`config.mk`:
```
export PLATFORM = sky130hd
export DESIGN_NAME = alram_arb2
export DESIGN_NICKNAME = d
export VERILOG_FILES = /design/src/rtl/alram_pkg.sv /design/src/rtl/alram_rtag_pipe.sv /design/src/rtl/alram_arb2.sv
export SDC_FILE = /design/constraint.sdc
export NUM_CORES = 1
export LEC_CHECK = 0
export BUFFER_PORTS_ARGS = -buffer_cell sky130_fd_sc_hd__buf_2
export CAP_MARGIN = 20
export CORE_AREA = 3 3 506 508
export DETAILED_ROUTE_END_ITERATION = 8
export DIE_AREA = 0 0 509 511
export RECOVER_POWER = 25
export SLEW_MARGIN = 25
export SYNTH_ARGS = -nofsm -noshare
export SYNTH_HDL_FRONTEND = slang
export SYNTH_SLANG_ARGS = --single-unit
```
`constraint.sdc`:
```
create_clock -name clk -period 2.3 [get_ports clk]
set_input_delay 0 -clock clk [delete_from_list [all_inputs] [get_ports clk]]
set_output_delay 0 -clock clk [all_outputs]
set_load 0.05 [all_outputs]
```
`src/rtl/alram_pkg.sv`:
```
// alram_pkg: shared constants and types for the two-port RAM arbiter slice.
//   WID   - RAM data width
//   AWID  - RAM address width
//   DEP   - RAM depth (1 << AWID)
//   owner_t     - requester id (0 = port 0, 1 = port 1)
//   arb_state_t - arbiter ownership state
package alram_pkg;

    localparam int WID  = 256;
    localparam int AWID = 5;
    localparam int DEP  = 1 << AWID;

    typedef logic owner_t;

    typedef enum logic [1:0] {
        IDLE,
        OWN0,
        OWN1
    } arb_state_t;

endpackage

```
`src/rtl/alram_rtag_pipe.sv`:
```
// alram_rtag_pipe: carries a (valid, owner id) tag alongside each issued RAM
// read so the returning data can be steered to the requester that issued it.
// Ports:
//   clk        in   clock
//   rst        in   asynchronous active-low reset; clears all in-flight tags
//   issue      in   a read was accepted at this edge
//   issue_id   in   owner of that read
//   m0_rvalid  out  returning read belongs to port 0 this cycle
//   m1_rvalid  out  returning read belongs to port 1 this cycle
module alram_rtag_pipe
    import alram_pkg::*;
#(
    parameter int RLAT = 1
) (
    input  logic   clk,
    input  logic   rst,
    input  logic   issue,
    input  owner_t issue_id,
    output logic   m0_rvalid,
    output logic   m1_rvalid
);

    // Stage 0 is loaded on the accepting edge (the same edge that registers
    // ram_ra), so stage RLAT lines up with the RAM's rdo.
    logic [RLAT:0] vld_q;
    logic [RLAT:0] id_q;

    always_ff @(posedge clk or negedge rst) begin
        if (!rst) begin
            vld_q <= '0;
            id_q  <= '0;
        end else begin
            vld_q <= {vld_q[RLAT-1:0], issue};
            id_q  <= {id_q[RLAT-1:0], issue_id};
        end
    end

    assign m0_rvalid = vld_q[RLAT] & ~id_q[RLAT];
    assign m1_rvalid = vld_q[RLAT] &  id_q[RLAT];

endmodule

```
`src/rtl/alram_arb2.sv`:
```
// alram_arb2: two-requester arbiter/sequencer driving one simple dual-port RAM.
// One transfer per cycle, round-robin between ports when idle, locked bursts
// capped at MAXBURST transfers, read data returned tagged to its requester.
// Ports:
//   clk, rst                      clock, asynchronous active-low reset
//   m0_* / m1_*                   requester ports (req, lock, we, addr, wdata
//                                 in; gnt, rvalid out)
//   rdata                         shared read data, zero unless an rvalid is high
//   ram_we, ram_wa, ram_wdi       registered RAM write port
//   ram_ra                        registered RAM read address
//   ram_rdo                       RAM read data
module alram_arb2
    import alram_pkg::*;
#(
    parameter int WID      = alram_pkg::WID,
    parameter int AWID     = alram_pkg::AWID,
    parameter int RLAT     = 1,
    parameter int MAXBURST = 8
) (
    input  logic            clk,
    input  logic            rst,
    input  logic            m0_req,
    input  logic            m0_lock,
    input  logic            m0_we,
    input  logic [AWID-1:0] m0_addr,
    input  logic [WID-1:0]  m0_wdata,
    output logic            m0_gnt,
    output logic            m0_rvalid,
    input  logic            m1_req,
    input  logic            m1_lock,
    input  logic            m1_we,
    input  logic [AWID-1:0] m1_addr,
    input  logic [WID-1:0]  m1_wdata,
    output logic            m1_gnt,
    output logic            m1_rvalid,
    output logic [WID-1:0]  rdata,
    output logic            ram_we,
    output logic [AWID-1:0] ram_wa,
    output logic [WID-1:0]  ram_wdi,
    output logic [AWID-1:0] ram_ra,
    input  logic [WID-1:0]  ram_rdo
);

    localparam logic [7:0] CNT_LAST = 8'(MAXBURST - 1);

    arb_state_t state_q, state_d;
    owner_t     ptr_q, ptr_d;
    logic [7:0] cnt_q, cnt_d;

    logic            arb;
    logic            g0, g1;
    logic            acc;
    owner_t          acc_id;
    logic            acc_lock;
    logic            acc_we;
    logic [AWID-1:0] acc_addr;
    logic [WID-1:0]  acc_wdata;

    always_ff @(posedge clk or negedge rst) begin
        if (!rst) begin
            state_q <= IDLE;
            ptr_q   <= 1'b0;
            cnt_q   <= '0;
        end else begin
            state_q <= state_d;
            ptr_q   <= ptr_d;
            cnt_q   <= cnt_d;
        end
    end

    // A locked owner that drops req gives up ownership in that same cycle,
    // so the port then arbitrates exactly as in IDLE and the waiting port can
    // be granted on the releasing edge.
    always_comb begin
        g0 = 1'b0;
        g1 = 1'b0;
        arb = (state_q == IDLE) ||
              (state_q == OWN0 && !m0_req) ||
              (state_q == OWN1 && !m1_req);
        if (!arb) begin
            g0 = (state_q == OWN0);
            g1 = (state_q == OWN1);
        end else if (m0_req && m1_req) begin
            g0 = ~ptr_q;
            g1 =  ptr_q;
        end else begin
            g0 = m0_req;
            g1 = m1_req;
        end
    end

    // Grants are forced low while reset is asserted so every output reads 0.
    assign m0_gnt = g0 & rst;
    assign m1_gnt = g1 & rst;

    assign acc       = g0 | g1;
    assign acc_id    = g1;
    assign acc_lock  = g1 ? m1_lock  : m0_lock;
    assign acc_we    = g1 ? m1_we    : m0_we;
    assign acc_addr  = g1 ? m1_addr  : m0_addr;
    assign acc_wdata = g1 ? m1_wdata : m0_wdata;

    // Pointer always points away from the last served port; hitting the
    // burst cap therefore hands priority to the other port automatically.
    always_comb begin
        state_d = state_q;
        ptr_d   = ptr_q;
        cnt_d   = cnt_q;
        if (arb) begin
            state_d = IDLE;
            cnt_d   = '0;
        end
        if (acc) begin
            ptr_d = ~acc_id;
            if (!acc_lock) begin
                state_d = IDLE;
                cnt_d   = '0;
            end else if (arb) begin
                state_d = acc_id ? OWN1 : OWN0;
                cnt_d   = 8'd1;
            end else if (cnt_q == CNT_LAST) begin
                state_d = IDLE;
                cnt_d   = '0;
            end else begin
                cnt_d = cnt_q + 8'd1;
            end
        end
    end

    // Write address/data and read address hold when not refreshed; only
    // ram_we is a one-cycle strobe.
    always_ff @(posedge clk or negedge rst) begin
        if (!rst) begin
            ram_we  <= 1'b0;
            ram_wa  <= '0;
            ram_wdi <= '0;
            ram_ra  <= '0;
        end else begin
            ram_we <= acc & acc_we;
            if (acc && acc_we) begin
                ram_wa  <= acc_addr;
                ram_wdi <= acc_wdata;
            end
            if (acc && !acc_we) begin
                ram_ra <= acc_addr;
            end
        end
    end

    alram_rtag_pipe #(
        .RLAT(RLAT)
    ) u_rtag (
        .clk      (clk),
        .rst      (rst),
        .issue    (acc & ~acc_we),
        .issue_id (acc_id),
        .m0_rvalid(m0_rvalid),
        .m1_rvalid(m1_rvalid)
    );

    assign rdata = (m0_rvalid | m1_rvalid) ? ram_rdo : '0;

endmodule

```
-- Word level (Yosys, flattened, before mapping)
Index checks and enable logic that the tools add are counted.
- add/subtract/negate cells: 1
- equal/unequal tests: 3
- multiplexer cells: 20
- bitwise logic cells: 12
- reduce and logical (&&, ||, !) cells: 12
- operators by type and width (kind ; number):
    256-bit 2-to-1 mux ; 2
    8-bit 2-to-1 mux ; 5
    2-bit 2-to-1 mux ; 6
    8-bit by 1-bit adder with 8-bit output (second input constant) ; 1
    8-bit by 3-bit == test with 1-bit output (second input constant) ; 1
    1-bit bitwise AND ; 6
    1-bit 2-to-1 mux ; 6
    1-bit logical AND ; 5
    5-bit 2-to-1 mux ; 1
    1-bit inverter ; 4
    1-bit logical NOT ; 3
    2-bit by 1-bit == test with 1-bit output (second input constant) ; 1
    2-bit == test (second input constant) ; 1
    2-bit logical NOT ; 1
    1-bit logical OR ; 2
    1-bit bitwise OR ; 2
    2-bit nonzero test ; 1
- flip-flop bits (word level): 282
- word-level logic and storage cells: 57

-- Logic depth before layout (Yosys ltp)
Gate-level depths: netlist (run 1).
- depth after elaboration: 9
- mapped depth: 10
- mapped depth without buffers: 6

-- By module
From an unflattened synthesis (run 1), not the netlist that was laid out.
- cells, all modules: 1805
- area, all modules: 14330.0 um2
- by module, submodules not included (module ; times used ; cells each ; area each (um2) ; seq. area each (um2)):
    alram_arb2 ; 1 ; 1799 ; 14213.6 ; 6956.7
    alram_rtag_pipe ; 1 ; 6 ; 116.4 ; 100.1

-- Worst setup path after synthesis (run 1)
No wires, ideal clock.
- path type: register to register
- start point: register state_q[1]
- end point: register ram_wdi[100]
- data arrival time: 1.711 ns
- setup slack: 0.448 ns
- stages on the path, launching flop included: 11
- path through: dfrtp_1 buf_2 o21ba_1 o21ai_2 inv_2 a22o_1 buf_2 buf_4 buf_2 nor2_1 a31oi_1
- word-level cells in the longest chain between the ends: 7
- elaborated cells between the ends (all ways): 13
- those cells by class: 2 x eq/ne; 4 x mux; 1 x bitwise; 6 x reduce/logical
- RTL lines (element ; line ; text):
    from (decl) ; alram_arb2.sv:46 ; arb_state_t state_q, state_d;
    from (signal assigned) ; alram_arb2.sv:65 ; state_q <= state_d;
    2-bit by 1-bit == test with 1-bit output ; alram_arb2.sv:78, alram_arb2.sv:81 ;
    1-bit logical AND ; alram_arb2.sv:78 ; (state_q == OWN0 && !m0_req) ||
    1-bit logical OR ; alram_arb2.sv:77 ; arb = (state_q == IDLE) ||
    1-bit logical OR ; alram_arb2.sv:78 ;
    1-bit 2-to-1 mux ; alram_arb2.sv:80 ; if (!arb) begin
    1-bit bitwise OR / 1-bit 2-to-1 mux (equally long branches) ; alram_arb2.sv:96, alram_arb2.sv:99 ;
    1-bit logical AND ; alram_arb2.sv:140 ; if (acc && acc_we) begin
    to (signal assigned) ; alram_arb2.sv:142 ; ram_wdi <= acc_wdata;
    to (decl) ; alram_arb2.sv:39 ; output logic [WID-1:0] ram_wdi,
Parallel ways exist; a longest one is shown, timed or not.
A chain may end at the register's enable or synchronous reset.

-- Worst setup path in the final report (run 1)
- start point: register ptr_q
- end point: register ram_wdi[89]
- word-level cells in the longest chain between the ends: 5
- elaborated cells between the ends (all ways): 9
- those cells by class: 6 x mux; 2 x bitwise; 1 x reduce/logical
- RTL lines (element ; line ; text):
    from (decl) ; alram_arb2.sv:47 ; owner_t ptr_q, ptr_d;
    from (signal assigned) ; alram_arb2.sv:66 ; ptr_q <= ptr_d;
    1-bit inverter ; alram_arb2.sv:84 ; g0 = ~ptr_q;
    1-bit 2-to-1 mux ; alram_arb2.sv:83 ; end else if (m0_req && m1_req) begin
    1-bit 2-to-1 mux ; alram_arb2.sv:80 ;
    1-bit bitwise OR ; alram_arb2.sv:96 ; assign acc = g0 | g1;
    1-bit logical AND ; alram_arb2.sv:140 ;
Parallel ways exist; a longest one is shown, timed or not.

==> impl_metrics.json, run 1 <==
{
  "fillers": 28700,
  "yosys.cell_types.count": 39,
  "ys_ff_latch": 282,
  "dieArea_um2": 260000,
  "cts.sinks": 282,
  "final_nets": 4390,
  "htree_levels": 2,
  "wirelength_um": 213000,
  "grt_pass1_wl_um": 258000,
  "core_um2": 252000,
  "ant_nets": 0,
  "portBuffers": 1312,
  "crit_chain": "o21ba_1 -> o21ai_4 -> inv_8 -> a22o_4 -> buf_12 -> nor2_1 -> a31oi_1 -> dlygate4sd3_1",
  "cp_num_buf_inv": 3,
  "cts_tree": "built",
  "cp_num_cells": 8,
  "worstPathMaxFanout": 17,
  "hp-class": "in -> async",
  "clk_pin_slew_ns": 0.06,
  "fin_crit_ns": 2.22,
  "via_per_inst": 3.21,
  "yosysWarnings": 0,
  "first_pass_iters": 6,
  "regArea_um2": 7060,
  "synth_enable_flop_cells": 0,
  "slowest_delay_ns": 0.56,
  "cp_top_family": "compound AO/OA/AOI/OAI gates",
  "place_congestion": 0.916,
  "grt_use_total": 0.157,
  "synthCells": 1805,
  "cts_buffers": 39,
  "synth_flop_cell": "dfrtp_1",
  "synthesis.area_um2": 14400,
  "clock_latency_ns": 0.62,
  "endpoint_kind": "flop",
  "final_cell_mix": "1309 x buf_2, 531 x dlygate4sd3_1, 524 x nand2_1",
  "num_vias": 22600,
  "start_util": 0.0572,
  "synth_fp_nets": 2592,
  "p_leak_nw": 15.5,
  "areaGrowthSynthToFinish_pct": 122,
  "final_cells": 7048,
  "critPathKind": "reg -> reg",
  "violations": "capacitance limit, slew limit",
  "yosysSeqAreaShare": 0.490,
  "clockBufferDepth": 3,
  "power_density_nw_per_um2": 538,
  "num_rows": 184,
  "wl_per_cell_um": 30.3,
  "start_kind": "flop",
  "drive_gt1_frac": 0.395,
  "antenna_found_initial": 184,
  "grt_max_degree": 135,
  "layout_commonest_cell": "buf_2",
  "tightestPinTransition_ns": 1.75,
  "cts_root_buf": "clkbuf_16",
  "die_w_um": 509,
  "worst_r2r_endpoint": "ram_wdi[89]",
  "hold_viol": 0,
  "r2r_setup_slack_ns": 0.08,
  "io_pins": 1313,
  "fin_crit_sh": 0.966,
  "worst_ep_arrival_time_ns": 2.73,
  "rsz0062_at_grt": "no",
  "power_mw": 17.2,
  "dp_hpwl_um": 186000,
  "tns_ns": 0,
  "first_iter_violations": 1771,
  "fin_skew_ns": 0.0568,
  "route.detailed.drc": 0,
  "relSlewSlack": -0.169,
  "fp.dieH_um": 511,
  "finalSetupViolations": 0,
  "multi_input_area_um2": 6680,
  "outcome": "complete, but fails checks",
  "r2r-start": "ptr_q",
  "required_ns": 2.80,
  "cp-startpoint": "ptr_q",
  "async_flop_share": 1.00,
  "max-vdd-ir-drop_mv": 0.470,
  "syn_avg_cell_area_um2": 7.98,
  "clock.fmax_ghz": 0.450,
  "r2r_cells": 8,
  "slew_viol_final": 137,
  "grt_overflow": 0,
  "cp_slowest_cell": "dlygate4sd3_1",
  "first_global_vias": 22400,
  "maxCapViolations": 2,
  "critPathCapture": "ram_wdi[89]",
  "place_inst": 6370
}
==> final cells by class <==
| class | instances | area share |
|---|---|---|
| Clock buffer | 55 | 0.0352 |
| Antenna cell | 70 | 0.00547 |
| Multi-Input combinational cell | 1372 | 0.209 |
| Tap cell | 3348 | 0.131 |
| Clock inverter | 13 | 0.00414 |
| Timing Repair Buffer | 1904 | 0.394 |
| Sequential cell | 282 | 0.221 |
| Inverter | 4 | 0.000704 |
==> through the flow <==
step,hold slack (ns),util,cell area (um^2),setup WS [ns]
final,0.134,0.127,32000,0.0778
after global routing,0.105,0.127,31900,0.0105
after CTS,0.0319,0.126,31800,0.0219
after detailed placement,-0.0659,0.100,25200,0.217
after global placement,-0.0675,0.100,25200,0.259
after floorplan,-0.296,-,14400,0.448
==> layer usage <==
layer	share of wire	vias up	GRT usage
li1	-	9621	-
met1	0.30	10600	0.138
met3	0.14	574	0.0850
met2	0.51	1736	0.294
met5	0.0033	-	0
met4	0.048	104	0.0616
==> worst min-delay path by stage <==
| stage | start | cells past startpoint | end | slack (ns) |
|---|---|---|---|---|
| floorplan | rst | 0 | cnt_q[0] | -0.30 |
| global placement | rst | 1 | ram_wdi[249] | -0.07 |
| detailed placement | rst | 1 | ram_wdi[249] | -0.07 |
| CTS | rst | 3 | ram_wdi[34] | 0.03 |
| global route | rst | 3 | ram_wdi[34] | 0.11 |
| finish | rst | 3 | ram_wdi[34] | 0.13 |
==> synth_stat cells, types with 4 or more instances <==
master    instances  share of area
clkbuf_1         96          0.025
nor2_1          270          0.070
mux2i_1           6         0.0042
a21oi_1          13         0.0045
buf_6             8         0.0063
a31oi_1         256           0.11
o21ai_0           4         0.0014
nand2_1         524           0.14
buf_2            38          0.013
dfrtp_1         282           0.49
buf_4             4         0.0021
and2_1          260           0.11
==> timing repair <==
item                       4_1_cts  5_1_grt
resized for setup                4        1
gates cloned                     1        1
pin swaps                        0        2
hold buffers                   532        0
hold endpoints to repair       557        0
setup endpoints to repair        2        2
setup buffers                    0        6
==> power breakdown <==
part           total [mW]  internal [mW]  switching (mW)  leakage [nW]
registers            5.69           5.41           0.280          3.54
logic                5.42           1.66            3.76          11.3
clock network        6.11           3.54            2.57         0.620
total                17.2           10.6            6.62          15.5
==> state kept, by name, indices dropped and copies added (netlist names) <==
signal	flops
ram_wdi	256
cnt_q	8
ram_ra	5
ram_wa	5
state_q	2
u_rtag.id_q	2
u_rtag.vld_q	2
ptr_q	1
ram_we	1
==> kinds of logic after synthesis <==
group                    Yosys count  synth area share
adder cells (fa/ha/maj)            1          0.000869
buffers and inverters            151            0.0479
AO/OA/AOI/OAI                    290             0.127
multiplexers                       6           0.00417
flip-flops                       282             0.490
XOR/XNOR                           1          0.000609
AND/OR/NAND/NOR                 1074             0.329
==> worst reg2reg max path: cells and delay by family, from the launching register on <==
| kind | cells | cell delay, ns |
|---|---|---|
| compound gates | 4 | 0.81 |
| simple gates | 1 | 0.15 |
| flops | 1 | 0.40 |
| buf+inv | 3 | 0.79 |
Power figures use the tool's default switching activity.
==> run 2: changes to the inputs <==
ABC_AREA = 1   (was not set)
CORE_AREA = 3 3 507 509   (was 3 3 506 508)
DIE_AREA = 0 0 510 512   (was 0 0 509 511)
==> run 2 against run 1 <==
  * Critical endpoint is now ram_wdi[77]
  * Clock skew decreased by 0.023 ns
  * Critical path type unchanged
  * Largest power group unchanged
  * Sequential share of layout area decreased by 2.5 points
  * Die area increased by 0.39%
  * The run now ends clean
==> impl_metrics.json, run 2 <==
{
  "cts.sinks": 282,
  "p_leak_nw": 21.0,
  "clock_latency_ns": 0.68,
  "power_density_nw_per_um2": 390,
  "worstPathMaxFanout": 26,
  "ys_top_cells_by_area": "dfrtp_1 40%, nand2_1 23%, nand3_1 23%, inv_1 5.9%, buf_2 2.7%",
  "final_util": 0.142,
  "synth_fp_nets": 3520,
  "grt_max_degree": 102,
  "fin_crit_ns": 2.23,
  "place_congestion": 0.896,
  "start_kind": "flop",
  "place_inst": 7242,
  "fin_crit_sh": 0.968,
  "fin_skew_ns": 0.0341,
  "endpoint_kind": "flop",
  "grt_use_total": 0.173,
  "layout_commonest_cell": "buf_2",
  "slew_viol_final": 0,
  "synth_flop_cell": "dfrtp_1",
  "first_global_vias": 26700,
  "largest_reg_flops": 256,
  "dieArea_um2": 261000,
  "core_um2": 253000,
  "relSlewSlack": 0.170,
  "clock.fmax_ghz": 0.449,
  "drive_gt1_frac": 0.327,
  "fin_ws_ns": 0.0729,
  "synthesis.area_um2": 17600,
  "finalSetupViolations": 0,
  "num_rows": 185,
  "grt_pass1_wl_um": 289000,
  "fillers": 29100,
  "final_cells": 7949,
  "synth_most_common_cell": "nand2_1",
  "htree_levels": 2,
  "synthCells": 2733,
  "dpl_cell_area_um2": 28800,
  "antenna_found_initial": 200,
  "final_nets": 5253,
  "areaGrowthSynthToFinish_pct": 105,
  "use_met1": 0.136,
  "r2r-start": "state_q[1]",
  "io_pins": 1313,
  "use_met2": 0.327,
  "worstHoldPathCells": 6,
  "maxCapViolations": 0,
  "worst_ep_arrival_time_ns": 2.79,
  "hold_viol": 0,
  "first_iter_violations": 2185,
  "yosysTopAreaCell": "dfrtp_1",
  "holdPathEnd": "ram_wdi[183]",
  "via_per_inst": 3.44,
  "tightestPinTransition_ns": 1.25,
  "r2r_setup_slack_ns": 0.07,
  "max-vdd-ir-drop_mv": 0.476,
  "wl_per_cell_um": 30.1,
  "cp_slowest_cell": "dlygate4sd3_1",
  "route.detailed.drc": 0,
  "die_w_um": 510,
  "portBuffers": 1312,
  "cts_tree": "built",
  "fp.dieH_um": 512,
  "ys_ff_latch": 282,
  "syn_avg_cell_area_um2": 6.44,
  "use_met3": 0.104,
  "tns_ns": 0,
  "rsz0062_at_grt": "yes",
  "cts_root_buf": "clkbuf_16",
  "worst_r2r_endpoint": "ram_wdi[77]",
  "crit_chain": "nand2_2 -> inv_2 -> nor2_4 -> buf_12 -> buf_16 -> nand3_1 -> nand2_1 -> dlygate4sd3_1 -> nand3_1 -> nand2_1",
  "async_flop_share": 1.00,
  "yosysWarnings": 0,
  "post-place-ws_ns": 0.161,
  "r2r_cells": 10,
  "required_ns": 2.87,
  "clk_pin_slew_ns": 0.06,
  "grt_overflow": 0,
  "wirelength_um": 239000,
  "dp_hpwl_um": 204000,
  "num_vias": 27300,
  "fin_area_um2": 36000,
  "outcome": "complete, no violations",
  "start_util": 0.0694,
  "synth_enable_flop_cells": 0,
  "cts_buffers": 41,
  "clockBufferDepth": 3,
  "critPathKind": "reg -> reg",
  "ant_nets": 0,
  "final_cell_mix": "1234 x buf_2, 1095 x nand2_1, 808 x nand3_1",
  "netlist_top_cells_count": "1098 x nand2_1, 810 x nand3_1, 282 x dfrtp_1",
  "hp-class": "in -> reg",
  "grt_busiest_layer": "met2",
  "slowest_delay_ns": 0.56,
  "yosysSeqAreaShare": 0.401,
  "top_register": "ram_wdi",
  "synth_top_area_share": 0.401,
  "power_mw": 14.1,
  "first_pass_iters": 9,
  "hp-start": "m1_wdata[183]",
  "top_regs": "ram_wdi x256, cnt_q x8",
  "yosys.cell_types.count": 22,
  "whs_ns": 0.216
}
==> run 2: metal layers <==
layer | vias up | part of all wire
li1 | 12200 | -
met1 | 12600 | 0.27
met2 | 1846 | 0.52
met3 | 610 | 0.14
met4 | 72 | 0.058
met5 | - | 0.0021
==> run 2: cell type report <==
cell class                      count  area, um^2  share of cell area
Antenna cell                       84         210             0.00583
Sequential cell                   282        7060               0.196
Clock buffer                       55        1150              0.0319
Inverter                          278        1050              0.0292
Clock inverter                     21         263             0.00729
Timing Repair Buffer             1923       13700               0.379
Multi-Input combinational cell   1940        8420               0.234
Tap cell                         3366        4210               0.117
==> run 2: timing repair <==
item                                    4_1_cts  5_1_grt
pin swaps                                     0        2
endpoints found under the hold margin       519        0
endpoints found under the setup margin       44       54
hold buffers                                533        0
buffers inserted                              0        8
gates resized for setup                      43       16
cloned                                        0        6
==> run 2: critical path: cells and delay by family (launching register included) <==
| family | cells | cell delay [ns] |
|---|---|---|
| DFF | 1 | 0.44 |
| and+or+nand+nor | 6 | 0.69 |
| buffers and inverters | 4 | 1.00 |
==> run 2: power breakdown <==
| group | total, mW | internal, mW | leakage, nW | switching (mW) |
|---|---|---|---|---|
| sequential | 4.96 | 4.96 | 3.88 | 0 |
| clock | 6.98 | 4.01 | 0.702 | 2.97 |
| combinational | 2.12 | 1.22 | 16.4 | 0.897 |
| total | 14.1 | 10.2 | 21.0 | 3.87 |
==> run 2: logic make-up (layout without fill, tap and decap cells) <==
kind of cell | count (synthesis) | after routing | synth area share
simple gates | 1931 | 1931 | 0.471
buf+inv | 511 | 2277 | 0.124
fa+ha+maj | 1 | 1 | 0.000711
compound gates | 8 | 8 | 0.00263
flops | 282 | 282 | 0.401
other cells | 0 | 84 | 0
==> run 2: how the worst max path moves through the flow <==
stage | startpoint | endpoint | cells past startpoint
global route | state_q[1] | ram_wdi[80] | 10
global placement | state_q[1] | ram_wdi[171] | 10
floorplan | state_q[0] | m1_gnt | 8
finish | state_q[1] | ram_wdi[77] | 10
detailed placement | state_q[1] | ram_wdi[18] | 10
CTS | u_rtag.vld_q[1] | rdata[25] | 4
